===== config.mk =====
export PLATFORM = sky130hd
export DESIGN_NAME = gpio_input_sampler
export DESIGN_NICKNAME = d
export VERILOG_FILES = /design/src/rtl/gpio_pkg.sv /design/src/rtl/gpio_debounce.sv /design/src/rtl/gpio_input_sampler.sv
export SDC_FILE = /design/constraint.sdc
export NUM_CORES = 2
export LEC_CHECK = 0
export CAP_MARGIN = 20
export CORE_MARGIN = 2
export CORE_UTILIZATION = 30
export CTS_BUF_LIST = sky130_fd_sc_hd__clkbuf_2
export CTS_CLUSTER_SIZE = 12
export DETAILED_ROUTE_END_ITERATION = 10
export DONT_BUFFER_PORTS = 1
export REMOVE_ABC_BUFFERS = 1
export SETUP_SLACK_MARGIN = 0.15
export SLEW_MARGIN = 40
export SYNTH_ARGS = -nofsm -noshare
export SYNTH_HDL_FRONTEND = slang
export SYNTH_SLANG_ARGS = --single-unit

===== constraint.sdc =====
create_clock -name clk_i -period 9.57 [get_ports clk_i]
set_input_delay 1.914 -clock clk_i [delete_from_list [all_inputs] [get_ports clk_i]]
set_output_delay 1.914 -clock clk_i [all_outputs]
set_load 0.01 [all_outputs]

===== src/rtl/gpio_pkg.sv =====
// Shared GPIO types: the pad-frame input bundle, the pin count, and the helper
// that turns the bundle into a plain vector indexed by pin number.
package gpio_pkg;

    localparam int NGPIO = 64;

    // First member is the MSB, so gpio0_i lands in the top bit of the packed struct.
    typedef struct packed {
        logic gpio0_i,  gpio1_i,  gpio2_i,  gpio3_i,  gpio4_i,  gpio5_i,  gpio6_i,  gpio7_i;
        logic gpio8_i,  gpio9_i,  gpio10_i, gpio11_i, gpio12_i, gpio13_i, gpio14_i, gpio15_i;
        logic gpio16_i, gpio17_i, gpio18_i, gpio19_i, gpio20_i, gpio21_i, gpio22_i, gpio23_i;
        logic gpio24_i, gpio25_i, gpio26_i, gpio27_i, gpio28_i, gpio29_i, gpio30_i, gpio31_i;
        logic gpio32_i, gpio33_i, gpio34_i, gpio35_i, gpio36_i, gpio37_i, gpio38_i, gpio39_i;
        logic gpio40_i, gpio41_i, gpio42_i, gpio43_i, gpio44_i, gpio45_i, gpio46_i, gpio47_i;
        logic gpio48_i, gpio49_i, gpio50_i, gpio51_i, gpio52_i, gpio53_i, gpio54_i, gpio55_i;
        logic gpio56_i, gpio57_i, gpio58_i, gpio59_i, gpio60_i, gpio61_i, gpio62_i, gpio63_i;
    } pad_to_gpio_t;

    function automatic logic [NGPIO-1:0] unpack_pad_to_gpio(input pad_to_gpio_t p);
        logic [NGPIO-1:0] u;
        u[0]  = p.gpio0_i;  u[1]  = p.gpio1_i;  u[2]  = p.gpio2_i;  u[3]  = p.gpio3_i;
        u[4]  = p.gpio4_i;  u[5]  = p.gpio5_i;  u[6]  = p.gpio6_i;  u[7]  = p.gpio7_i;
        u[8]  = p.gpio8_i;  u[9]  = p.gpio9_i;  u[10] = p.gpio10_i; u[11] = p.gpio11_i;
        u[12] = p.gpio12_i; u[13] = p.gpio13_i; u[14] = p.gpio14_i; u[15] = p.gpio15_i;
        u[16] = p.gpio16_i; u[17] = p.gpio17_i; u[18] = p.gpio18_i; u[19] = p.gpio19_i;
        u[20] = p.gpio20_i; u[21] = p.gpio21_i; u[22] = p.gpio22_i; u[23] = p.gpio23_i;
        u[24] = p.gpio24_i; u[25] = p.gpio25_i; u[26] = p.gpio26_i; u[27] = p.gpio27_i;
        u[28] = p.gpio28_i; u[29] = p.gpio29_i; u[30] = p.gpio30_i; u[31] = p.gpio31_i;
        u[32] = p.gpio32_i; u[33] = p.gpio33_i; u[34] = p.gpio34_i; u[35] = p.gpio35_i;
        u[36] = p.gpio36_i; u[37] = p.gpio37_i; u[38] = p.gpio38_i; u[39] = p.gpio39_i;
        u[40] = p.gpio40_i; u[41] = p.gpio41_i; u[42] = p.gpio42_i; u[43] = p.gpio43_i;
        u[44] = p.gpio44_i; u[45] = p.gpio45_i; u[46] = p.gpio46_i; u[47] = p.gpio47_i;
        u[48] = p.gpio48_i; u[49] = p.gpio49_i; u[50] = p.gpio50_i; u[51] = p.gpio51_i;
        u[52] = p.gpio52_i; u[53] = p.gpio53_i; u[54] = p.gpio54_i; u[55] = p.gpio55_i;
        u[56] = p.gpio56_i; u[57] = p.gpio57_i; u[58] = p.gpio58_i; u[59] = p.gpio59_i;
        u[60] = p.gpio60_i; u[61] = p.gpio61_i; u[62] = p.gpio62_i; u[63] = p.gpio63_i;
        return u;
    endfunction

endpackage


===== src/rtl/gpio_debounce.sv =====
// One GPIO pin: synchronizer chain, persistence filter and commit-edge pulses.
// rise_o/fall_o are high in the cycle whose closing edge commits the new level.
module gpio_debounce #(
    parameter int SYNC_STAGES = 2,
    parameter int DEB_CNT_W   = 8
) (
    input  logic                 clk_i,
    input  logic                 rst_i,
    input  logic                 pad_i,
    input  logic                 en_i,
    input  logic [DEB_CNT_W-1:0] deb_thresh_i,
    output logic                 sync_o,
    output logic                 stable_o,
    output logic                 rise_o,
    output logic                 fall_o
);

    localparam logic [DEB_CNT_W:0] CNT_ONE = (DEB_CNT_W+1)'(1);

    logic [SYNC_STAGES-1:0] sync_q;
    logic [DEB_CNT_W-1:0]   cnt_q;
    logic                   stable_q;
    logic [DEB_CNT_W-1:0]   thresh_eff;
    logic [DEB_CNT_W:0]     cnt_inc;
    logic                   differ;
    logic                   commit;

    assign sync_o     = sync_q[SYNC_STAGES-1];
    assign stable_o   = stable_q;
    // A zero threshold would never let cnt+1 fall short, but it is clamped so it reads as T=1.
    assign thresh_eff = (deb_thresh_i == '0) ? DEB_CNT_W'(1) : deb_thresh_i;
    assign cnt_inc    = {1'b0, cnt_q} + CNT_ONE;
    assign differ     = sync_o != stable_q;
    assign commit     = en_i && differ && (cnt_inc >= {1'b0, thresh_eff});
    assign rise_o     = commit && sync_o;
    assign fall_o     = commit && !sync_o;

    always_ff @(posedge clk_i) begin
        if (rst_i) begin
            sync_q   <= '0;
            cnt_q    <= '0;
            stable_q <= 1'b0;
        end else begin
            sync_q <= {sync_q[SYNC_STAGES-2:0], pad_i};
            if (!en_i || !differ) begin
                cnt_q <= '0;
            end else if (commit) begin
                stable_q <= sync_o;
                cnt_q    <= '0;
            end else begin
                cnt_q <= cnt_inc[DEB_CNT_W-1:0];
            end
        end
    end

endmodule


===== src/rtl/gpio_input_sampler.sv =====
// Receive side of the GPIO pad mux: per-pin sync/filter instances plus the
// sticky interrupt status register and its combined interrupt line.
module gpio_input_sampler
    import gpio_pkg::*;
#(
    parameter int NGPIO       = gpio_pkg::NGPIO,
    parameter int SYNC_STAGES = 2,
    parameter int DEB_CNT_W   = 8
) (
    input  logic                 clk_i,
    input  logic                 rst_i,
    input  pad_to_gpio_t         pad_to_gpio_i,
    input  logic [NGPIO-1:0]     en_i,
    input  logic [DEB_CNT_W-1:0] deb_thresh_i,
    input  logic [NGPIO-1:0]     rise_en_i,
    input  logic [NGPIO-1:0]     fall_en_i,
    input  logic [NGPIO-1:0]     irq_clr_i,
    output logic [NGPIO-1:0]     gpio_sync_o,
    output logic [NGPIO-1:0]     gpio_in_o,
    output logic [NGPIO-1:0]     irq_status_o,
    output logic                 irq_o
);

    logic [NGPIO-1:0] pad_vec;
    logic [NGPIO-1:0] rise;
    logic [NGPIO-1:0] fall;
    logic [NGPIO-1:0] status_q;

    assign pad_vec = unpack_pad_to_gpio(pad_to_gpio_i);

    for (genvar n = 0; n < NGPIO; n++) begin : g_pin
        gpio_debounce #(
            .SYNC_STAGES(SYNC_STAGES),
            .DEB_CNT_W  (DEB_CNT_W)
        ) u_deb (
            .clk_i       (clk_i),
            .rst_i       (rst_i),
            .pad_i       (pad_vec[n]),
            .en_i        (en_i[n]),
            .deb_thresh_i(deb_thresh_i),
            .sync_o      (gpio_sync_o[n]),
            .stable_o    (gpio_in_o[n]),
            .rise_o      (rise[n]),
            .fall_o      (fall[n])
        );
    end

    // Set beats clear when both land on the same edge.
    always_ff @(posedge clk_i) begin
        if (rst_i) begin
            status_q <= '0;
        end else begin
            status_q <= (status_q & ~irq_clr_i) | (rise & rise_en_i) | (fall & fall_en_i);
        end
    end

    assign irq_status_o = status_q;
    assign irq_o        = |status_q;

endmodule

After elaboration in Yosys (flattened, before gate mapping)
Cells that the tools add are included.
- flip-flop bits (word level): 768
- bits of input ports: 330
- word-level logic and storage cells: 1098
- add/subtract/negate cells: 64
- magnitude comparators: 64
- eq/ne operators: 64
- multiplexer cells: 1
- bitwise logic cells: 70
- reductions and logical operators: 642
- operators by type and width (operator ; number):
    $add 8x1->9 const B ; 64
    $ge 9x8->1 ; 64
    $logic_and 1x1->1 ; 256
    $and 64x64->64 ; 3
    $logic_not 1->1 ; 192
    $reduce_or 3->1 ; 64
    $or 64x64->64 ; 2
    $reduce_and 2->1 ; 64
    $logic_or 1x1->1 ; 64
    $ne 1x1->1 ; 64
    $not 1->1 ; 64
    $not 64->64 ; 1
    $reduce_or 64->1 ; 1
    $logic_not 8->1 ; 1
    $mux 8 ; 1

Depth between registers and ports, before layout
- depth after elaboration: 8
- gate-level depth with buffers: 12
- depth with buffers taken out: 11

Hierarchy
Synthesis repeated with hierarchy kept, for this count alone.
- cells, all modules: 5340
- area total of the unflattened synthesis: 49568.8 um2
- by module, submodules not included (module ; instances ; cells an instance ; area an instance (um2)):
    gpio_debounce at g_pin[0].u_deb ... ; 63 ; 79 ; 734.5
    gpio_input_sampler ; 1 ; 284 ; 2567.5
    gpio_debounce at g_pin[9].u_deb ; 1 ; 79 ; 730.7

Least setup slack after synthesis
No wires, ideal clock.
- path kind: input-to-reg
- start point: in deb_thresh_i[3]
- end point: reg g_pin[51].u_deb.stable_q
- library setup time: 72 ps
- data arrival time: 6035 ps
- required time: 9498 ps
- slack: 3463 ps
- stages: 9
- buffers on the path: 0
- path through: inv_1 a41o_1 ha_1 nor2b_1 o21ai_0 a32o_1 a2111oi_2 o31a_2 mux2i_1
- longest elaborated chain between the ends: 5
- RTL lines (item ; RTL line ; source):
    from (decl) ; gpio_input_sampler.sv:14 ; input logic [DEB_CNT_W-1:0] deb_thresh_i,
    $logic_not 8->1 ; gpio_debounce.sv:31 ; assign thresh_eff = (deb_thresh_i == '0) ? DEB_CNT_W'(1) : deb_thresh_i;
    $mux 8 * ; gpio_debounce.sv:31 ;
    $ge 9x8->1 * ; gpio_debounce.sv:34 ; assign commit = en_i && differ && (cnt_inc >= {1'b0, thresh_eff});
    $logic_and 1x1->1 * ; gpio_debounce.sv:34 ;
    $reduce_and 2->1 (no source line) * ; - ;
    to (signal assigned) ; gpio_debounce.sv:48 ; stable_q <= sync_o;
    to (decl) ; gpio_debounce.sv:22 ; logic stable_q;
Every way passes the cells marked *; elsewhere a longest branch is shown, timed or not.
A chain may end at the register's enable or synchronous reset.

Worst setup path in the final report
- start point: reg status_q[35] (netlist: irq_status_o[35])
- end point: out irq_o
- longest elaborated chain between the ends: 1
- RTL lines (item ; RTL line ; source):
    from (decl) ; gpio_input_sampler.sv:27 ; logic [NGPIO-1:0] status_q;
    from (signal assigned) ; gpio_input_sampler.sv:53 ; status_q <= (status_q & ~irq_clr_i) | (rise & rise_en_i) | (fall & fall_en_i);
    $reduce_or 64->1 ; gpio_input_sampler.sv:58 ; assign irq_o = |status_q;
    to (decl) ; gpio_input_sampler.sv:21 ; output logic irq_o
No other way between the ends.

==> impl_results.md <==
* Synth Warn # at 0
* DR iter-0 viols at 1671
* Mapped Cells at 4946
* Fmax at between 150 and 200 MHz
* Area delta synth->final at 7.908%
* Antenna violations before repair at 9
* Pin count of the biggest net entering global routing at 293
* Cts hold-fix bufs at 11
* Sink Count at 768
* EDFF count, synth at 0
* Final net count at 5812
* PwrDens at 126.0 mW/mm²
* Via count at 36188
* Fraction of layout cells with a size suffix above 1 at 8.466%
* Top post-synthesis cells by area: dfxtp_1, ha_1, xnor2_1, a21boi_0, nand2_1
* Worst min-delay path class: input pin to register
* R2R depth at 11
* Part of the Yosys area used for sequential elements at between 30% and 40%
* Post-CTS Setup Inserts at 0
* Total Routing Usage GR at 15.79%
* Grt ovf at 0
* DR DRC count at 0
* Routed wire per std cell at 17.28 µm
* First-pass GRT wire length at 191.4 mm
* Synth area leader: dfxtp_1
* Critical path arrival at 3990 ps
* Core Util, Final at roughly 33%
* CTS resizes at 0
* Minimum clock period at 5899 ps
* Clock buffer depth at 3
* Total CTS buffers at 217
* Setup Crit Path Kind: register to output pin
* # rows at roughly 140
* Routed WL at 123.8 mm
* Status: finished, final reports clean
* CP Launch Type: register
* DP HPWL at 86.86 mm
* # setup viols final at 0
* Detail Route Antenna Nets at 0
* I/O pin cnt at around 520
* Distinct cells, synth at 64
* Max_cap viols at 0
* Setup slack, reg-to-reg at 6590 ps
* 1st-pass router iterations at 5
* CTS root buf: clkbuf_2
* Post-Syn Area at 0.04503 mm²
* Asr flop ratio synth at 0%
* Slew @ Worst Pin at 1121 ps
* Synth Register Bits at 768
* Post-synth top area share at ~34%
* Die X at 391.4 µm
* Clk_lat worst skew at 1650 ps
* Worst IR drop on VDD at 86.86 µV
* Core area at 0.1494 mm²
* CTS tree: yes
* Critical R2R Launch: g_pin[28].u_deb.cnt_q[0]$_SDFF_PP0_
* Fillers at around 15000
* Fin crit share at between 60% and 70%
* Die Y at between 300 and 400 µm
* # H-tree levels at 4
* Skew final at approximately 120 ps
* CP Capture Type: output pin
* Leak at about 20 nW
* Hold path depth at 1
* Via/cell ratio at approximately 5.0
* Clk pin slew, worst setup/hold paths at roughly 100 ps
* RSZ-0062 raised after global routing: no
* Min Hold Slack at approximately 360 ps
* Number of global-route vias before repair at 35571
* RD Place Congestion at around 0.8
* Crit-path max FO at 3
* Syn Area/Cell at 9.104 µm²
* Slew margin rel. at 25.26%
* Starting Density at 30.14%
* RR Endpoint: g_pin[28].u_deb.cnt_q[3]$_SDFF_PP0_
* Required @ worst endpoint at 7660 ps
* Max Slew Vio Count at 0
* Top FF cell, synth: dfxtp_1
* Hold Path Sink: g_pin[29].u_deb.sync_q[0]$_SDFF_PP0_
* Die Area at 0.1532 mm²
* Final Hold Vio Count at 0
* Final setup TNS at 0 ps
* I/O Buffers at 0
* Hold Crit Start: pad_to_gpio_i[34]
-- flip-flops by register name (all words and copies together) (netlist names) --
signal,count
g_pin.u_deb.cnt_q,512
g_pin.u_deb.sync_q,128
g_pin.u_deb.stable_o,64
irq_status_o,64
-- worst max-delay path by stage --
| stage | startpoint | to | slack (ps) |
|---|---|---|---|
| after floorplan | deb_thresh_i[3] | g_pin[51].u_deb.stable_o$_SDFFE_PP0P_ | 3450 |
| after global placement | deb_thresh_i[2] | g_pin[8].u_deb.cnt_q[2]$_SDFF_PP0_ | 3890 |
| after detailed placement | deb_thresh_i[2] | g_pin[11].u_deb.cnt_q[7]$_SDFF_PP0_ | 4240 |
| after CTS | irq_status_o[35]$_SDFF_PP0_ | irq_o | 3000 |
| after global routing | irq_status_o[35]$_SDFF_PP0_ | irq_o | 3210 |
| final | irq_status_o[35]$_SDFF_PP0_ | irq_o | 3670 |
-- cells by family after synthesis --
family,synth area share [%]
buf+inv,4.168
xor+xnor,8.675
simple gates,18.01
compound gates,17.80
mux,2.784
fa+ha+maj,14.42
flops,34.14
-- through the flow --
| stage | instance area (µm²) | setup slack, ps | std cells | total power, mW |
|---|---|---|---|---|
| 2_1_floorplan | 43620 | 3455 | 4715 | 3.561 |
| 3_3_place_gp | 46380 | 3894 | 6752 | 3.679 |
| 3_5_place_dp | 46440 | 4239 | 6754 | 3.690 |
| 4_1_cts | 48550 | 3000 | 7154 | 6.277 |
| 5_1_grt | 48570 | 3213 | 7159 | 6.480 |
| 6_report | 48590 | 3671 | 7166 | 6.120 |
-- cell usage after synthesis, drive strengths merged (40+ instances only) --
cell and instances:
a21boi 317, a21o 85, a21oi 217, a31oi 109, and3 67, buf 153, clkbuf 78, dfxtp 768
ha 514, inv 124, mux2i 114, nand2 492, nand3 253, nand3b 52, nand4 81, nor2 193
nor2b 251, nor3 79, nor4 67, o2111a 43, o211ai 40, o21ai 105, o31a 64, o31ai 57
xnor2 256, xor2 190
-- final cells by class --
type | instances | area [µm²] | area share (%)
antenna | 12 | 30.03 | 0.06180
clock buffer | 312 | 1562 | 3.214
clock inverter | 77 | 439.2 | 0.9038
inverter | 124 | 490.5 | 1.009
multi-input combinational | 3823 | 27870 | 57.36
sequential | 768 | 15370 | 31.64
tap | 2016 | 2522 | 5.191
timing repair buffer | 34 | 299.0 | 0.6154
-- worst max-delay path: stages (launching register included) --
cell and delay [ps]:
dfxtp_1 450, nor4_1 450, nand4_1 640, or4_1 790
-- power breakdown --
group	internal, mW	total (mW)	switching (mW)
sequential	3.23	3.27	0.0394
combinational	0.125	0.351	0.227
clock	0.962	2.50	1.54
-- layout by cell type (no fill, tap or decap), types with 26 or more instances in the layout --
master,n
clkbuf_2,312
o2111a_1,43
nand4_1,81
a21o_1,85
a21oi_1,217
o211ai_1,28
inv_1,116
o31ai_1,57
nor2b_1,251
a21boi_0,287
a31oi_1,108
and3_1,67
o31a_1,63
o21ai_0,78
nor2_1,193
nor4_1,60
xor2_1,190
o21ai_1,26
nand3b_1,52
nand3_1,244
a21boi_1,30
dfxtp_1,768
xnor2_1,256
mux2i_1,114
or4_1,26
nor3_1,78
ha_1,514
nand2_1,492
clkinv_1,51
or3_1,33
-- layer usage --
| metal | vias up | track usage [%] | wire [µm] |
|---|---|---|---|
| li1 | 18075 | - | - |
| met1 | 17057 | 19.51 | 56460 |
| met2 | 803 | 26.42 | 57040 |
| met3 | 247 | 4.145 | 7104 |
| met4 | 6 | 5.384 | 3170 |
| met5 | - | 0 | 35 |
No activity file was read; power rests on OpenSTA's default activity.
